### config.mk
export PLATFORM = sky130hd
export DESIGN_NAME = i2s_tx_mc
export DESIGN_NICKNAME = d
export VERILOG_FILES = /design/src/rtl/i2s_pkg.sv /design/src/rtl/i2s_tx_fifo.sv /design/src/rtl/i2s_tx_mc.sv
export SDC_FILE = /design/constraint.sdc
export NUM_CORES = 1
export LEC_CHECK = 0
export CAP_MARGIN = 25
export CORE_MARGIN = 2
export CORE_UTILIZATION = 45
export CTS_BUF_LIST = sky130_fd_sc_hd__clkbuf_16
export CTS_CLUSTER_SIZE = 14
export DETAILED_ROUTE_END_ITERATION = 16
export PLACE_DENSITY_LB_ADDON = 0.05
export SLEW_MARGIN = 20
export SYNTH_ARGS = -nofsm -noshare
export SYNTH_HDL_FRONTEND = slang
export SYNTH_SLANG_ARGS = --single-unit
### constraint.sdc
create_clock -name Clk -period 4.7 [get_ports Clk]
set_clock_uncertainty 0.15 [all_clocks]
set_input_delay 1.41 -clock Clk [delete_from_list [all_inputs] [get_ports Clk]]
set_output_delay 1.41 -clock Clk [all_outputs]
set_load 0.02 [all_outputs]
### src/rtl/i2s_pkg.sv
// Shared types and width helpers for the multi-channel I2S transmitter.
package i2s_pkg;

  typedef enum logic [1:0] {
    IDLE,
    RUN,
    STOP
  } state_t;

  localparam int I2S_DW    = 24;
  localparam int I2S_SW    = 32;
  localparam int I2S_CH    = 2;
  localparam int I2S_DEPTH = 16;
  localparam int I2S_DIV   = 4;

  localparam int UNDERRUN_CNT_W = 16;
  typedef logic [UNDERRUN_CNT_W-1:0] underrunCnt_t;

  // Counter width for a modulus n; never narrower than one bit so DIV=1 still has a register.
  function automatic int cntWidth(input int n);
    return (n > 1) ? $clog2(n) : 1;
  endfunction

endpackage

### src/rtl/i2s_tx_fifo.sv
// Synchronous sample FIFO with first-word-fall-through read: dout is the head sample,
// valid in the same cycle pop is asserted.
module i2s_tx_fifo
  import i2s_pkg::*;
#(
  parameter int DW    = I2S_DW,
  parameter int DEPTH = I2S_DEPTH
) (
  input  logic                   Clk,
  input  logic                   Reset,
  input  logic                   push,
  input  logic                   pop,
  input  logic [DW-1:0]          din,
  output logic [DW-1:0]          dout,
  output logic [$clog2(DEPTH):0] count
);

  localparam int AW = cntWidth(DEPTH);
  localparam int CW = $clog2(DEPTH) + 1;
  localparam logic [CW-1:0] FULL = CW'(DEPTH);

  logic [DW-1:0] mem [DEPTH];
  logic [AW-1:0] wrPtr;
  logic [AW-1:0] rdPtr;
  logic          doPush;
  logic          doPop;

  // Full/empty guards use the registered count, so a push while full is lost even if a pop frees a slot.
  assign doPush = push && (count < FULL);
  assign doPop  = pop && (count != '0);
  assign dout   = mem[rdPtr];

  always_ff @(posedge Clk) begin
    if (doPush) mem[wrPtr] <= din;
  end

  always_ff @(posedge Clk) begin
    if (Reset) begin
      wrPtr <= '0;
      rdPtr <= '0;
      count <= '0;
    end else begin
      if (doPush) wrPtr <= wrPtr + 1'b1;
      if (doPop)  rdPtr <= rdPtr + 1'b1;
      case ({doPush, doPop})
        2'b10:   count <= count + 1'b1;
        2'b01:   count <= count - 1'b1;
        default: count <= count;
      endcase
    end
  end

endmodule

### src/rtl/i2s_tx_mc.sv
// Multi-channel I2S transmitter: internal sclk/lrclk division, sample FIFO, framed serializer.
// Optional I2S_TX_UNDERRUN_CNT_EN adds a saturating 16-bit muted-frame counter output.
module i2s_tx_mc
  import i2s_pkg::*;
#(
  parameter int DW    = I2S_DW,
  parameter int SW    = I2S_SW,
  parameter int CH    = I2S_CH,
  parameter int DEPTH = I2S_DEPTH,
  parameter int DIV   = I2S_DIV
) (
  input  logic          Clk,
  input  logic          Reset,
  input  logic          enable,
  input  logic          write,
  input  logic [DW-1:0] writedata,
  output logic          ready,
  output logic          sclk,
  output logic          lrclk,
  output logic          streamout,
  output logic          underrun,
  input  logic          clear_underrun,
`ifdef I2S_TX_UNDERRUN_CNT_EN
  output underrunCnt_t  underrun_count,
`endif
  output state_t        dbgState
);

  localparam int BW  = cntWidth(SW);
  localparam int SLW = cntWidth(CH);
  localparam int DVW = cntWidth(DIV);
  localparam int CW  = $clog2(DEPTH) + 1;

  localparam logic [BW-1:0]  BIT_LAST  = BW'(SW - 1);
  localparam logic [BW-1:0]  DATA_LAST = BW'(DW);
  localparam logic [SLW-1:0] SLOT_LAST = SLW'(CH - 1);
  localparam logic [SLW-1:0] SLOT_HALF = SLW'(CH / 2);
  localparam logic [DVW-1:0] DIV_LAST  = DVW'(DIV - 1);
  localparam logic [CW-1:0]  CNT_FRAME = CW'(CH);
  localparam logic [CW-1:0]  CNT_FULL  = CW'(DEPTH);

  state_t         state;
  state_t         stateNext;
  logic           running;
  logic [DVW-1:0] divCnt;
  logic [BW-1:0]  bitCnt;
  logic [SLW-1:0] slotCnt;
  logic [DW-1:0]  shiftReg;
  logic           frameValid;
  logic [DW-1:0]  fifoDout;
  logic [CW-1:0]  fifoCount;

  logic tick;
  logic fall;
  logic atBit0;
  logic frameStart;
  logic beginFrame;
  logic goIdle;
  logic haveFrame;
  logic muteStart;
  logic pop;

  // Sample handshake: a sample transfers on any Clk edge where write && ready; ready is
  // derived from the registered FIFO count, and writes presented while ready=0 are discarded.
  assign ready = (fifoCount < CNT_FULL);

  i2s_tx_fifo #(
    .DW    (DW),
    .DEPTH (DEPTH)
  ) u_fifo (
    .Clk   (Clk),
    .Reset (Reset),
    .push  (write),
    .pop   (pop),
    .din   (writedata),
    .dout  (fifoDout),
    .count (fifoCount)
  );

  // bitCnt/slotCnt name the bit a fall is about to present, so counters at 0/0 mark a frame boundary.
  assign tick       = running && (divCnt == DIV_LAST);
  assign fall       = tick && sclk;
  assign atBit0     = fall && (bitCnt == '0);
  assign frameStart = atBit0 && (slotCnt == '0);
  assign beginFrame = frameStart && enable;
  assign goIdle     = frameStart && !enable;
  assign haveFrame  = (fifoCount >= CNT_FRAME);
  assign muteStart  = beginFrame && !haveFrame;
  assign pop        = atBit0 && ((slotCnt == '0) ? (enable && haveFrame) : frameValid);

  always_ff @(posedge Clk) begin
    if (Reset) state <= IDLE;
    else       state <= stateNext;
  end

  // Enable is only acted on at a frame boundary once a frame is under way.
  always_comb begin
    stateNext = state;
    case (state)
      IDLE: if (enable) stateNext = RUN;
      RUN: begin
        if (goIdle)       stateNext = IDLE;
        else if (!enable) stateNext = STOP;
      end
      STOP: if (frameStart) stateNext = enable ? RUN : IDLE;
      default: stateNext = IDLE;
    endcase
  end

  always_comb begin
    running  = (state != IDLE);
    dbgState = state;
  end

  always_ff @(posedge Clk) begin
    if (Reset || !running) begin
      divCnt     <= '0;
      sclk       <= 1'b0;
      lrclk      <= 1'b0;
      streamout  <= 1'b0;
      bitCnt     <= '0;
      slotCnt    <= '0;
      shiftReg   <= '0;
      frameValid <= 1'b0;
    end else begin
      divCnt <= tick ? '0 : divCnt + 1'b1;
      if (goIdle) begin
        sclk       <= 1'b0;
        lrclk      <= 1'b0;
        streamout  <= 1'b0;
        bitCnt     <= '0;
        slotCnt    <= '0;
        shiftReg   <= '0;
        frameValid <= 1'b0;
      end else if (tick) begin
        sclk <= !sclk;
        if (fall) begin
          bitCnt <= (bitCnt == BIT_LAST) ? '0 : bitCnt + 1'b1;
          if (bitCnt == BIT_LAST)
            slotCnt <= (slotCnt == SLOT_LAST) ? '0 : slotCnt + 1'b1;
          // Bit 0 carries the I2S one-bit delay: load the slot sample, drive a zero.
          if (bitCnt == '0) begin
            lrclk     <= (slotCnt >= SLOT_HALF);
            shiftReg  <= pop ? fifoDout : '0;
            streamout <= 1'b0;
            if (slotCnt == '0) frameValid <= haveFrame;
          end else if (bitCnt <= DATA_LAST) begin
            streamout <= shiftReg[DW-1];
            shiftReg  <= {shiftReg[DW-2:0], 1'b0};
          end else begin
            streamout <= 1'b0;
          end
        end
      end
    end
  end

  always_ff @(posedge Clk) begin
    if (Reset)               underrun <= 1'b0;
    else if (muteStart)      underrun <= 1'b1;
    else if (clear_underrun) underrun <= 1'b0;
  end

`ifdef I2S_TX_UNDERRUN_CNT_EN
  always_ff @(posedge Clk) begin
    if (Reset)
      underrun_count <= '0;
    else if (clear_underrun)
      underrun_count <= muteStart ? UNDERRUN_CNT_W'(1) : '0;
    else if (muteStart && (underrun_count != '1))
      underrun_count <= underrun_count + 1'b1;
  end
`endif

endmodule

### Word-level counts from Yosys, hierarchy flattened

Memory sizes are Yosys's and may differ from the RTL's. A register that Yosys moved wholly into a read port is not among the register bits.
Cells that the tools add are included.

* bits in registers: 52
* memory bits (writable): 384
* bits of input ports: 29
* output and inout bits: 7
* logic and storage cells: 87
* memories: 1

* add/sub/neg operators: 7
* magnitude comparators: 4
* equal/unequal tests: 9
* mux-type cells: 21
* bitwise operators: 1
* reduce and logical (&&, ||, !) cells: 31

Memories
* u_fifo.mem: depth 16, width 24, read ports 1, clocked after Yosys merged registers in 1, write ports 1, line i2s_tx_fifo.sv:22 `logic [DW-1:0] mem [DEPTH];`

Operator list (number)
* $mux W24: 3
* $reduce_and A3 Y1: 4
* $logic_and A1 B1 Y1: 11
* $add A5 B1 Y5 const B: 2
* $pmux W5 S2: 1
* $mux W1: 9
* $add A4 B1 Y4 const B: 2
* $mux W2: 4
* $mux W4: 2
* $reduce_bool A2 Y1: 4
* $eq A2 B2 Y1 const B: 3
* $pmux W2 S3: 1
* $eq A5 B5 Y1 const B: 1
* $ge A5 B2 Y1 const B: 1
* $le A5 B5 Y1 const B: 1
* $logic_not A5 Y1: 1
* $lt A5 B5 Y1 const B: 1
* $mux W5: 1
* $reduce_bool A5 Y1: 1
* $sub A5 B1 Y5 const B: 1
* $eq A2 B1 Y1 const B: 2
* $logic_not A1 Y1: 4
* $ne A2 B2 Y1 const B: 2
* $reduce_and A4 Y1: 1
* other kinds (9): 10

### Logic depth before layout (Yosys ltp)

* word-level depth: 8
* mapped depth: 15
* depth with buffers taken out: 12

### Hierarchy

From an unflattened synthesis, not the netlist that was laid out.

* cell total of the unflattened synthesis: 841
* area total of the unflattened synthesis: 17165.2 um^2

Modules (own cells, without submodules)
* i2s_tx_fifo: times used 1, cells each 647, area an instance 15342.2 um^2, sequential area each 11871.4 um^2
* i2s_tx_mc: times used 1, cells each 194, area an instance 1823.0 um^2, sequential area each 780.7 um^2

### Least setup slack after synthesis

Ideal clock, no wire load.

* path type: input to register
* start: input write
* end: memory u_fifo.mem[3][0] (netlist bit), enable pin
* setup time: 0.435 ns
* data arrival time: 3.757 ns
* required time: 4.115 ns
* setup slack: 0.358 ns
* stages: 4
* path buffers: 1
* path through: nor2b_1 > buf_1 > nand2_1 > nor3_1

* word-level cells in the longest chain between the ends: 3

RTL lines
* start: declaration: line i2s_tx_mc.sv:15 `input logic write,`
* $logic_and A1 B1 Y1: line i2s_tx_fifo.sv:29 `assign doPush = push && (count < FULL);`
* $mux W1: line i2s_tx_fifo.sv:34 `if (doPush) mem[wrPtr] <= din;`
* $mux W1 (not written as such): line i2s_tx_fifo.sv:34
* end: declaration: line i2s_tx_fifo.sv:22

Every way passes these cells.

### Worst setup path after layout

* start: register bitCnt[0]
* end: register u_fifo.count[4]

* word-level cells in the longest chain between the ends: 6
* elaborated cells between the ends (all ways): 8
* classes of those cells: eq/ne (2); mux (1); reduce/logical (5)

RTL lines
* start: declaration: line i2s_tx_mc.sv:46 `logic [BW-1:0] bitCnt;`
* start signal: assignment: line i2s_tx_mc.sv:138 `bitCnt <= (bitCnt == BIT_LAST) ? '0 : bitCnt + 1'b1;`
* $logic_not A5 Y1 *: line i2s_tx_mc.sv:83 `assign atBit0 = fall && (bitCnt == '0);`
* $logic_and A1 B1 Y1 *: line i2s_tx_mc.sv:83
* $logic_and A1 B1 Y1 *: line i2s_tx_mc.sv:89 `assign pop = atBit0 && ((slotCnt == '0) ? (enable && haveFrame) : frameValid);`
* $logic_and A1 B1 Y1 *: line i2s_tx_fifo.sv:30 `assign doPop = pop && (count != '0);`
* net u_fifo.doPop: line i2s_tx_fifo.sv:26 `logic doPop;`
* $eq A2 B1 Y1 or $eq A2 B2 Y1 (tied branches): line i2s_tx_fifo.sv:45 `case ({doPush, doPop})`
* $pmux W5 S2 or $reduce_bool A2 Y1 (tied branches)
* end signal: assignment: line i2s_tx_fifo.sv:46 `2'b10: count <= count + 1'b1;`
* end signal: assignment: line i2s_tx_fifo.sv:47 `2'b01: count <= count - 1'b1;`
* end signal: assignment: line i2s_tx_fifo.sv:48 `default: count <= count;`
* end: declaration: line i2s_tx_fifo.sv:15 `output logic [$clog2(DEPTH):0] count`

Mark *: on every way through the listed nets, which the timed path passes. The rest lies on a longest branch.
A chain may end at the register's enable or synchronous reset.

==> key figures <==
Status
  • Run status: finished, final reports clean

Clocking
  • Setup Buffers After CTS: 0
  • Root buffer cell: clkbuf_16
  • CTS Sinks: 440
  • Cts repair resizes: 0
  • Clock buffer depth: 3
  • Clk_lat worst skew: 570 ps
  • CTS buffer count: 46
  • Clock Pin Slew Worst Setup and Hold Paths: 60 ps
  • H-tree Lvls: 2
  • Post-CTS Hold Buffers: 0
  • CTS tree: yes

GRT
  • Overflow after GRT: 0
  • All-Layer GR Usage: 0.195
  • Initial antenna violation count: 0
  • First-pass GRT wire length: 57700 µm
  • Pin count of the biggest net entering global routing: 59
  • Via count of the first global-routing pass: 9148

Die
  • Core Area: 37800 µm²
  • DIE AREA: 40100 µm²
  • I/O pins: 36
  • Die W: 200 µm
  • Num rows: 71
  • Starting density of the core: 0.459
  • Die Span Y: 200 µm

Cells and area
  • # fillers: 2962
  • Nets: 1016
  • ANT cells: 0
  • Area of the multi-input gates: 4510 µm²
  • Cell Count, Final, Fillers Out: 1521
  • Final core occ: 0.531
  • Sequential cell area: 12700 µm²
  • Layout cell share with drive strength beyond 1: 0.270
  • Area Overhead vs Synth: 15.9%

Timing
  • FMAX: 246 MHz
  • Fin crit share: 0.866
  • RSZ-0062 raised after global routing: false
  • Relative slew slack: 0.337
  • Hold_ws: 282 ps
  • # setup viols final: 0
  • Fin Setup TNS: 0 ps
  • Final Worst Setup Slack: 630 ps
  • Pin slew with the least headroom to its limit: 994 ps
  • Slew Viols, Final: 0
  • Tmin final: 4070 ps
  • Final-report hold violation count: 0

Worst hold path
  • Hold path depth: 1
  • Hold_sp: divCnt[0]
  • Worst Hold Endpoint: divCnt[0]
  • Hold Crit Class: register to register

Synthesis
  • Synth warnings: 0
  • Syn Inst Count: 913
  • Most common cell in the synthesized netlist: edfxtp_1
  • Synth cell count leaders: edfxtp_1 (384), mux4_2 (96), dfxtp_1 (56), mux2_2 (46), nor2_1 (42)
  • Top cells by area, synth: edfxtp_1 (67%), mux4_2 (12%), dfxtp_1 (6.5%), mux2_2 (3.0%), a221oi_1 (1.1%)
  • Post-synth EDFFs: 384
  • Synthesized area: 17300 µm²
  • Top_reg_cell synth: edfxtp_1
  • Yosys reg bits: 440
  • Yosys top cell area share: 0.666
  • Ys async rst share: 0
  • Avg Cell Area, Syn: 19.0 µm²
  • Distinct cell type count after synthesis: 54
  • Sequential cell area fraction in the yosys report: 0.731
  • Syn Nets: 954
  • Cell taking the most area after synthesis: edfxtp_1

Setup path
  • Worst path arrival time: 4350 ps
  • Crit end category: register
  • R2R Path Start: bitCnt[0]
  • CP startpoint: bitCnt[0]
  • Setup crit start kind: register
  • Critical path peak fanout: 26
  • Crit Reg-Reg Endpoint: u_fifo.count[4]
  • WS Path Type: register to register
  • Crit path required time: 4980 ps
  • R2R cell count: 12
  • R2R Setup Slk: 630 ps

Detailed routing
  • Drt first-iter violations: 557
  • Vias per cell: 5.71
  • 1st-pass router iterations: 5
  • DRT antenna net count: 0
  • DRC errors left: 0
  • Post-detailed-route wirelength per cell: 25.2 µm
  • Final WL: 38300 µm
  • Via Count: 8688

Place
  • Dpl cells: 1438
  • Final HPWL DP: 20900 µm
  • Pre-CTS setup slack: 91.5 ps
  • IO buf count: 35
  • Placer Congestion: 0.748

Power
  • Pleak: 0.00626 µW
  • PD cells: 407 nW/µm²
  • Peak VDD IR: 378 µV

Job
  • Max-cap viol count: 0
[state kept, by name (all words and copies together), names as in the netlist, named ones only]
name and count:
u_fifo.mem 384, shiftReg 24, bitCnt 5, u_fifo.count 5
u_fifo.rdPtr 4, u_fifo.wrPtr 4, dbgState 2, divCnt 2
frameValid 1, lrclk 1, sclk 1, slotCnt 1
streamout 1, underrun 1
[where the power goes]
group	total (µW)	internal, µW	switching [µW]	leakage, µW
Sequential	4300	4290	16.1	0.00392
Clock	3650	2190	1460	0.000769
Combinational	200	74.5	126	0.00157
Total	8160	6550	1600	0.00626
[per-layer routing]
metal / routed length (µm) / share of wire / GRT usage
met5: 0 / 0 / 0
met3: 1790 / 0.047 / 0.0259
met2: 18700 / 0.49 / 0.326
met1: 17000 / 0.44 / 0.269
met4: 766 / 0.020 / 0.0592
[how the worst max path moves through the flow]
stage | to | slack (ps) | cells after the start
4_1_cts | u_fifo.count[4] | 630 | 12
3_5_place_dp | u_fifo.count[4] | 90 | 10
3_3_place_gp | u_fifo.count[4] | 170 | 10
6_report | u_fifo.count[4] | 630 | 12
2_1_floorplan | u_fifo.mem[3][0] | 360 | 4
5_1_grt | u_fifo.count[4] | 410 | 12
[cell type report]
| type | instances | share of cell area |
|---|---|---|
| clock buffers | 47 | 0.0586 |
| inverters | 9 | 0.00168 |
| multi-input cells | 412 | 0.225 |
| clock inverters | 36 | 0.0172 |
| well taps | 511 | 0.0319 |
| flip-flops and latches | 440 | 0.631 |
| repair buffers | 66 | 0.0347 |
[metrics by stage]
step                      total power (µW)  cell area [µm²]
final                                 8160            20100
after global routing                  8410            20100
after global placement                4570            18500
after floorplan                       4470            17300
after CTS                             8240            20100
after detailed placement              4590            18500
[placed cells by master, fill, tap and decap left out, types with 3 or more instances in the layout]
cell type        instances
clkdlybuf4s50_1         35
o21ai_0                 30
edfxtp_1               384
clkinv_1                11
nand4_1                  4
nand3_1                  5
buf_4                   22
bufinv_16                7
mux2_2                  46
clkinv_2                 7
nor4b_1                  3
xnor2_1                  4
inv_1                   16
dfxtp_1                 53
xor2_1                   6
a221oi_1                22
mux4_2                  96
a21oi_1                 33
nor3_2                   4
nand2_1                 39
nor2_1                  30
nand2b_1                 5
clkbuf_16               47
buf_12                   9
ha_1                    12
mux2i_1                  5
nor2_4                  12
nor3_1                   5
and3_1                   3
nor3b_1                  6
[cells by family after synthesis]
kind of cell | Yosys count | synth area share
simple gates | 136 | 0.0424
xor+xnor | 10 | 0.00506
compound gates | 106 | 0.0387
fa+ha+maj | 12 | 0.00867
mux | 148 | 0.158
buf+inv | 61 | 0.0160
flops | 440 | 0.731
[worst max-delay path, cell delays in order, from the launching register on]
cell and delay, ps:
dfxtp_1 360, inv_1 80, ha_1 170, or4b_4 700, or2_0 280, buf_4 180
nor3_4 240, ha_1 500, ha_1 260, nor3b_1 390, a311oi_1 170, nor4bb_1 330
o211ai_1 130
(Power assumes the default switching activity.)
